==> src/rtl/distortion_gain_ctrl.sv <==
// -----------------------------------------------------------------------------
// distortion_gain_ctrl
//
// Gain sequencer for the distortion stage. It turns a requested gain setting
// into a click-free ramp that changes by at most STEP per audio sample. Bypass
// entry and exit always pass through unity gain, so the wet/dry mux switches
// while the wet path is at unity.
//
// Gain format is Q(BITS_PER_LEVEL) fixed point, so UNITY = 1 << BITS_PER_LEVEL.
//
// Ports
//   clk_i           system clock
//   rst_ni          synchronous reset, active low
//   sample_valid_i  one-cycle strobe per audio sample; gain only moves on it
//   target_gain_i   signed requested gain, latched on target_load_i
//   target_load_i   one-cycle strobe: latch clamped target_gain_i
//   bypass_req_i    level: 1 = bypass the distortion
//   gain_o          signed registered gain to the distortion datapath
//   bypass_sel_o    registered: 1 = output mux selects the dry signal
//   busy_o          registered: 1 while in RAMP or TO_BYP
//   ramp_done_o     one-cycle pulse when a RAMP reaches its target
// -----------------------------------------------------------------------------
module distortion_gain_ctrl #(
    parameter int BITS_PER_LEVEL = 12,
    parameter int STEP           = 16,
    parameter int GAIN_MIN       = 0,
    parameter int GAIN_MAX       = 32767
) (
    input  logic        clk_i,
    input  logic        rst_ni,
    input  logic        sample_valid_i,
    input  logic [15:0] target_gain_i,
    input  logic        target_load_i,
    input  logic        bypass_req_i,
    output logic [15:0] gain_o,
    output logic        bypass_sel_o,
    output logic        busy_o,
    output logic        ramp_done_o
);

    localparam logic signed [15:0] UNITY    = 16'(1 << BITS_PER_LEVEL);
    localparam logic signed [15:0] GMIN     = 16'(GAIN_MIN);
    localparam logic signed [15:0] GMAX     = 16'(GAIN_MAX);
    localparam logic signed [16:0] STEP_S17 = 17'(STEP);

    typedef enum logic [1:0] {
        S_HOLD,
        S_RAMP,
        S_TO_BYP,
        S_BYP
    } state_t;

    state_t             state_q, state_d;
    logic signed [15:0] gain_q, gain_d;
    logic signed [15:0] target_q, target_d;
    logic               bypass_sel_q, bypass_sel_d;
    logic               busy_q, busy_d;
    logic               ramp_done_q, ramp_done_d;

    logic signed [15:0] target_in;
    logic signed [15:0] target_clamped;
    logic signed [15:0] step_to_target;
    logic signed [15:0] step_to_unity;

    // One step of the ramp: the difference is taken at 17 bits so that the
    // full signed 16-bit span cannot overflow. Within STEP we land exactly on
    // the destination, otherwise we move by STEP in its direction.
    function automatic logic signed [15:0] step_toward(
        input logic signed [15:0] cur,
        input logic signed [15:0] dst
    );
        logic signed [16:0] diff;
        logic signed [16:0] mag;
        logic signed [16:0] nxt;
        diff = {dst[15], dst} - {cur[15], cur};
        mag  = diff[16] ? -diff : diff;
        if (mag <= STEP_S17) begin
            nxt = {dst[15], dst};
        end else if (diff[16]) begin
            nxt = {cur[15], cur} - STEP_S17;
        end else begin
            nxt = {cur[15], cur} + STEP_S17;
        end
        return nxt[15:0];
    endfunction

    assign target_in = $signed(target_gain_i);

    always_comb begin
        target_clamped = target_in;
        if (target_in < GMIN) begin
            target_clamped = GMIN;
        end else if (target_in > GMAX) begin
            target_clamped = GMAX;
        end
    end

    // Steps always use the target held before this edge, so a load arriving
    // together with a sample strobe only affects the following strobe.
    assign step_to_target = step_toward(gain_q, target_q);
    assign step_to_unity  = step_toward(gain_q, UNITY);

    always_comb begin
        state_d      = state_q;
        gain_d       = gain_q;
        target_d     = target_load_i ? target_clamped : target_q;
        bypass_sel_d = bypass_sel_q;
        ramp_done_d  = 1'b0;

        case (state_q)
            S_HOLD: begin
                if (bypass_req_i) begin
                    state_d = S_TO_BYP;
                end else if (target_load_i && (target_clamped != gain_q)) begin
                    state_d = S_RAMP;
                end
            end

            S_RAMP: begin
                if (bypass_req_i) begin
                    state_d = S_TO_BYP;
                end else if (sample_valid_i) begin
                    gain_d = step_to_target;
                    if (step_to_target == target_q) begin
                        state_d     = S_HOLD;
                        ramp_done_d = 1'b1;
                    end
                end
            end

            S_TO_BYP: begin
                if (!bypass_req_i) begin
                    state_d = S_RAMP;
                end else if (sample_valid_i) begin
                    gain_d = step_to_unity;
                    // Switch the mux on the very edge gain lands on unity.
                    if (step_to_unity == UNITY) begin
                        state_d      = S_BYP;
                        bypass_sel_d = 1'b1;
                    end
                end
            end

            S_BYP: begin
                if (!bypass_req_i) begin
                    bypass_sel_d = 1'b0;
                    state_d      = (target_q != UNITY) ? S_RAMP : S_HOLD;
                end
            end

            default: begin
                state_d = S_HOLD;
            end
        endcase

        busy_d = (state_d == S_RAMP) || (state_d == S_TO_BYP);
    end

    always_ff @(posedge clk_i) begin
        if (!rst_ni) begin
            state_q      <= S_HOLD;
            gain_q       <= UNITY;
            target_q     <= UNITY;
            bypass_sel_q <= 1'b0;
            busy_q       <= 1'b0;
            ramp_done_q  <= 1'b0;
        end else begin
            state_q      <= state_d;
            gain_q       <= gain_d;
            target_q     <= target_d;
            bypass_sel_q <= bypass_sel_d;
            busy_q       <= busy_d;
            ramp_done_q  <= ramp_done_d;
        end
    end

    assign gain_o       = gain_q;
    assign bypass_sel_o = bypass_sel_q;
    assign busy_o       = busy_q;
    assign ramp_done_o  = ramp_done_q;

endmodule

==> config.mk <==
export PLATFORM = sky130hd
export DESIGN_NAME = distortion_gain_ctrl
export DESIGN_NICKNAME = d
export VERILOG_FILES = /design/src/rtl/distortion_gain_ctrl.sv
export SDC_FILE = /design/constraint.sdc
export NUM_CORES = 1
export LEC_CHECK = 0
export CAP_MARGIN = 20
export CORE_MARGIN = 2
export CORE_UTILIZATION = 48
export DETAILED_ROUTE_END_ITERATION = 8
export PLACE_DENSITY = 0.67
export RECOVER_POWER = 50
export SYNTH_ARGS = -nofsm -noshare
export SYNTH_HDL_FRONTEND = slang
export SYNTH_SLANG_ARGS = --single-unit
==> constraint.sdc <==
create_clock -name clk_i -period 6 [get_ports clk_i]
set_clock_uncertainty 0.2 [all_clocks]
set_input_delay 0.9 -clock clk_i [delete_from_list [all_inputs] [get_ports clk_i]]
set_output_delay 0.9 -clock clk_i [all_outputs]
set_load 0.005 [all_outputs]
==> impl_results.md, run 1 <==
- Placer congestion estimate: between 1 and 1.5
- IO Port Bufs: 39
- Tmin final: 5.450 ns
- WHS: about 0.29 ns
- Yosys reg bits: 36
- VDD IR max: between 0.15 and 0.2 mV
- Required @ worst endpoint: ~6.0 ns
- Vias in the first global route: about 6000
- Area leader, netlist: dfxtp_1
- Initial Util: roughly half
- Clock sinks: 36
- Rows: 39
- Worst-Margin Slew: 1.495 ns
- DRC: 2
- Post-cts gate resize count: 0
- Die height: roughly 110 um
- Final worst slack: 0.5498 ns
- Post-DP HPWL: roughly 17000 um
- Syn Inst Count: around 790
- Detailed Routing Iterations Pass 1: 8
- Startpoint types: flop
- Number of synthesized flops with an enable pin: 0
- HP Class: reg2reg
- Fmax: between 0.15 and 0.2 GHz
- DRC violation total after the first TritonRoute iteration: 601
- Die Wd: 113.1 um
- Antenna cells: 0
- Setup crit start: gain_o[7]
- Most frequent cells in the layout: nand2_1 (71), nor2_1 (58), a21oi_1 (50), xnor2_1 (46), nand3_1 (46)
- Layout cells sized above 1: under 10%
- Root Driver: clkbuf_16
- CTS tree: yes
- Area Overhead vs Synth: 10.51%
- Hold_buf cts: 0
- Arr. time, crit path: around 5.5 ns
- Synth async-reset ratio: 0%
- Worst reg2reg path startpoint: gain_o[7]
- Worst setup path category: reg2reg
- Drt wl/cell: around 23 um
- CP Capture Type: flop
- Fillers: 1155
- Static leakage: 2.324 nW
- Largest net degree at the start of global routing: 34
- Synth warn: 0
- Mean Syn Cell Area: approximately 7 sq um
- H-Tree Depth: 2
- Max-slew violation count: 0
- Clock slew at reported path FFs: ~0.060 ns
- Total gr overflow: 0
- Setup violators final: 0
- Vias per cell: between 6 and 7
- Sequential share of the synthesized area: between 10 and 15%
- Number of top-level pins: 40
- Nets: around 850
- Initial antenna violation count: 0
- Largest cells by area after synthesis: dfxtp_1 (13%), xnor2_1 (7.1%), nand2_1 (4.7%), a21oi_1 (4.4%), ha_1 (4.4%)
- Global-route wire length before repair: between 30000 and 40000 um
- Failing checks: DRC
- Die area: 12790 sq um
- Yosys top cell area share: about 13%
- Postcts setup bufs: 0
- Crit path max fanout: 17
- PwrDens: between 300 and 400 nW/um^2
- Final Cycle Share: 90.84%
- Final hold violation count: 0
- Total Wirelength: roughly 22000 um
- Status: finished, violations left
- Via count: between 6000 and 7000
- Syn Nets: between 800 and 900
- RSZ-0062 raised after global routing: no
- Total GRT Usage: ~34%
- Post-Place Worst Slack: 0.7184 ns
- Later-pin clock latency in the skew report: roughly 0.29 ns
- ANT nets after route: 0
- Final setup TNS: 0 ns
- Netlist cell types: 101
- HP Start: bypass_sel_o
- Area of the core: around 12000 sq um
- Ys flop type: dfxtp_1
- Clk buf depth: 2
- Most common cell after layout, fill and taps aside: nand2_1
- CTS buffer count: 5
- Max cap viols: 0
- Worst slew margin: less than 1%
- Mapped cell area: about 5700 sq um
-- path summary, 6_finish.rpt --
check,cells past startpoint,end,slack (ns)
hold reg to reg,2,bypass_sel_o,0.29
hold / removal,2,bypass_sel_o,0.29
setup / recovery,12,gain_o[12],0.55
setup reg to reg,12,gain_o[12],0.55
-- registers in the layout, summed over array words and instances (netlist names) --
register      flops
state_q           2
busy_o            1
ramp_done_o       1
target_q         15
gain_o           16
bypass_sel_o      1
-- worst max-delay path: stages, from the launching register on --
cell and delay (ns):
dfxtp_1 0.74, inv_1 0.32, ha_1 0.57, nand2_1 0.08, o21ai_0 0.50, o21ai_0 0.35, a2111oi_2 0.58, a311oi_1 0.22
a2111oi_0 0.41, and4bb_1 0.23, and4_1 0.66, mux2_4 0.36, o221ai_2 0.14
-- kinds of logic after synthesis --
| group | share of synthesized area, % |
|---|---|
| simple gates | 31.24 |
| compound gates | 29.64 |
| buf+inv | 6.024 |
| xor+xnor | 9.376 |
| flops | 12.62 |
| mux | 6.374 |
| fa+ha+maj | 4.732 |
-- layout make-up --
class,count,area (sq um),area share (%)
Multi-Input combinational cell,672,4647,73.62
Sequential cell,36,720.7,11.42
Timing Repair Buffer,55,488.0,7.730
Tap cell,143,178.9,2.834
Clock buffer,7,142.6,2.260
Inverter,34,127.6,2.022
Clock inverter,1,7.507,0.1189
-- metal layers --
layer / part of all wire, % / track usage [%]
met4: 2.4 / 8.537
met1: 44 / 49.87
met2: 43 / 50.70
met3: 11 / 5.463
met5: 0 / 0
-- cell usage after synthesis, drive strengths merged, types with 5 or more instances --
cell	n
nand2	71
nor2	59
a21oi	50
nand3	46
xnor2	46
dfxtp	36
clkbuf	35
inv	33
o21ai	32
nor3	26
nor2b	24
mux2i	21
ha	20
nand4	17
a31oi	15
buf	15
nor4	14
and2	13
mux2	12
a2111oi	10
a21o	10
a22oi	10
xor2	10
o22ai	9
or2	8
or3	8
a211oi	7
nand2b	7
nor4b	7
o211ai	7
o311ai	7
a21boi	6
a31o	6
and3	6
o21bai	6
or4	5
-- metrics by stage --
step	area, sq um	cells	utilization (%)	power (mW)
after floorplan	5712	792	-	1.613
after global placement	6185	940	53.70	2.031
after detailed placement	6185	940	53.70	2.040
after CTS	6335	948	55.01	2.325
after global routing	6312	948	54.81	2.537
final	6312	948	54.81	2.380
-- where the power goes --
| group | switching [mW] | total [mW] | internal (mW) |
|---|---|---|---|
| clock | 0.113 | 0.279 | 0.166 |
| combinational | 1.12 | 1.83 | 0.702 |
| sequential | 0.0196 | 0.276 | 0.256 |
No activity file was read; power rests on OpenSTA's default activity.
==> run 2: changes to the inputs <==
==> constraint.sdc (replaced) <==
create_clock -name clk_i -period 6 [get_ports clk_i]
set_clock_uncertainty 0.2 [all_clocks]
set_input_delay 0.9 -clock clk_i [delete_from_list [all_inputs] [get_ports clk_i]]
set_output_delay 0.9 -clock clk_i [all_outputs]
set_load 0.02 [all_outputs]
==> impl_results.md, run 2 (synthesis results as in run 1) <==
- Status: finished, violations left
- Failing checks: DRC
- Area of the core: 11520 sq um
- Vias in the first global route: ~6000
- Hold_buf cts: 0
- Min-Delay Endpoint: bypass_sel_o
- Worst slew margin: less than 1%
- Vias per cell: ~6.9
- HP Class: reg2reg
- Total gr overflow: 0
- Static leakage: 2.353 nW
- Post-cts gate resize count: 0
- WHS: about 0.29 ns
- DRC: 2
- Nets: roughly 850
- Layout cells sized above 1: under 10%
- Initial Util: 49.60%
- CTS buffer count: 5
- IO Port Bufs: 39
- PwrDens: approximately 380 nW/um^2
- CP most frequent cell: o21ai_0
- Largest net degree at the start of global routing: 34
- Number of top-level pins: 40
- Post-Route Utilization: between 50% and 60%
- Root Driver: clkbuf_16
- Area Overhead vs Synth: 10.84%
- Post-Place Worst Slack: ~0.72 ns
- Final hold violation count: 0
- Worst reg2reg path depth: 12
- Worst setup path category: reg2reg
- CP max stage cell: dfxtp_1
- Worst path max stage delay: between 0.7 and 0.8 ns
- Die Wd: between 100 and 150 um
- Max cap viols: 0
- Startpoint types: flop
- CP Capture Type: flop
- Worst-Margin Slew: 1.486 ns
- Clock sinks: 36
- VDD IR max: 0.1769 mV
- Worst r2r dst: gain_o[2]
- Worst reg2reg path startpoint: gain_o[7]
- Hold depth: 2
- Detailed Routing Iterations Pass 1: 7
- CTS tree: yes
- Total Wirelength: 21870 um
- Most common cell after layout, fill and taps aside: nand2_1
- Final worst slack: about 0.59 ns
- Drt wl/cell: approximately 23 um
- Initial antenna violation count: 0
- Delay-heaviest family, CP: compound AO/OA/AOI/OAI gates
- Postcts setup bufs: 0
- Arr. time, crit path: ~5.4 ns
- Final setup TNS: 0 ns
- HP Start: bypass_sel_o
- Via count: roughly 6500
- RSZ-0062 raised after global routing: no
- Die area: 12790 sq um
- Total GRT Usage: about 34%
- Setup violators final: 0
- Max-slew violation count: 0
- Final Cycle Share: 90.15%
- Clk buf depth: 2
- DRC violation total after the first TritonRoute iteration: between 600 and 700
- Global-route wire length before repair: roughly 34000 um
- Rows: 39
- Die height: 113.1 um
- Required @ worst endpoint: approximately 6 ns
- Crit path max fanout: 17
- Post-DP HPWL: 16830 um
- Antenna cells: 0
- Fillers: roughly 1200
- Crit-path cells: inv_1, ha_1, nand2_1, o21ai_0, o21ai_0, a2111oi_2, a311oi_1, a2111oi_0, and4bb_1, and4_1, mux2_4, a21boi_1
- Fmax: 0.1849 GHz
- H-Tree Depth: 2
- ANT nets after route: 0
- Clock slew at reported path FFs: 0.06 ns
- Tmin final: approximately 5.4 ns
- Buf/Inv on CP: 1
- Placed insts: 940
- Reg2Reg Setup Slack: between 0.5 and 0.6 ns
- Post-route insts no fill: 948
- Most frequent cells in the layout: nand2_1 (71), nor2_1 (58), a21oi_1 (50), xnor2_1 (46), nand3_1 (46)
- Later-pin clock latency in the skew report: 0.29 ns
- Placer congestion estimate: just over 1
- Max FFs per register: 16
-- run 2: area by class of cell --
class / instances / area [sq um] / share of cell area, %
Clock inverter: 1 / 7.507 / 0.1186
Multi-Input combinational cell: 672 / 4647 / 73.40
Clock buffer: 7 / 142.6 / 2.253
Inverter: 34 / 127.6 / 2.016
Timing Repair Buffer: 55 / 506.7 / 8.004
Sequential cell: 36 / 720.7 / 11.38
Tap cell: 143 / 178.9 / 2.826
-- run 2: metrics by stage --
stage,power (mW),area [sq um]
floorplan,1.626,5712
global placement,2.044,6185
detailed placement,2.053,6185
CTS,2.338,6335
global route,2.550,6331
finish,2.393,6331
-- run 2: per-layer routing --
layer,routed length [um],global-route usage [%]
met1,9907,49.87
met3,2052,5.463
met4,542,8.537
met5,0,0
met2,9371,50.70
-- run 2: worst min-delay path: stages (launching register included) --
cell and delay (ns):
dfxtp_1 0.33, a21oi_1 0.04, nor2_1 0.09
-- run 2: report_power, final --
group          switching (mW)  internal [mW]  leakage [nW]
clock                   0.114          0.166        0.0701
combinational            1.14          0.703          1.99
sequential             0.0197          0.256         0.293
-- run 2: worst max-delay path by stage --
stage,to,cells after the start,start,slack [ns]
6_report,gain_o[2],12,gain_o[7],0.59
5_1_grt,gain_o[12],12,gain_o[7],0.24
4_1_cts,gain_o[2],12,gain_o[7],0.70
3_5_place_dp,gain_o[2],12,gain_o[7],0.72
3_3_place_gp,gain_o[12],12,gain_o[7],0.82
2_1_floorplan,gain_o[9],15,gain_o[1],1.61
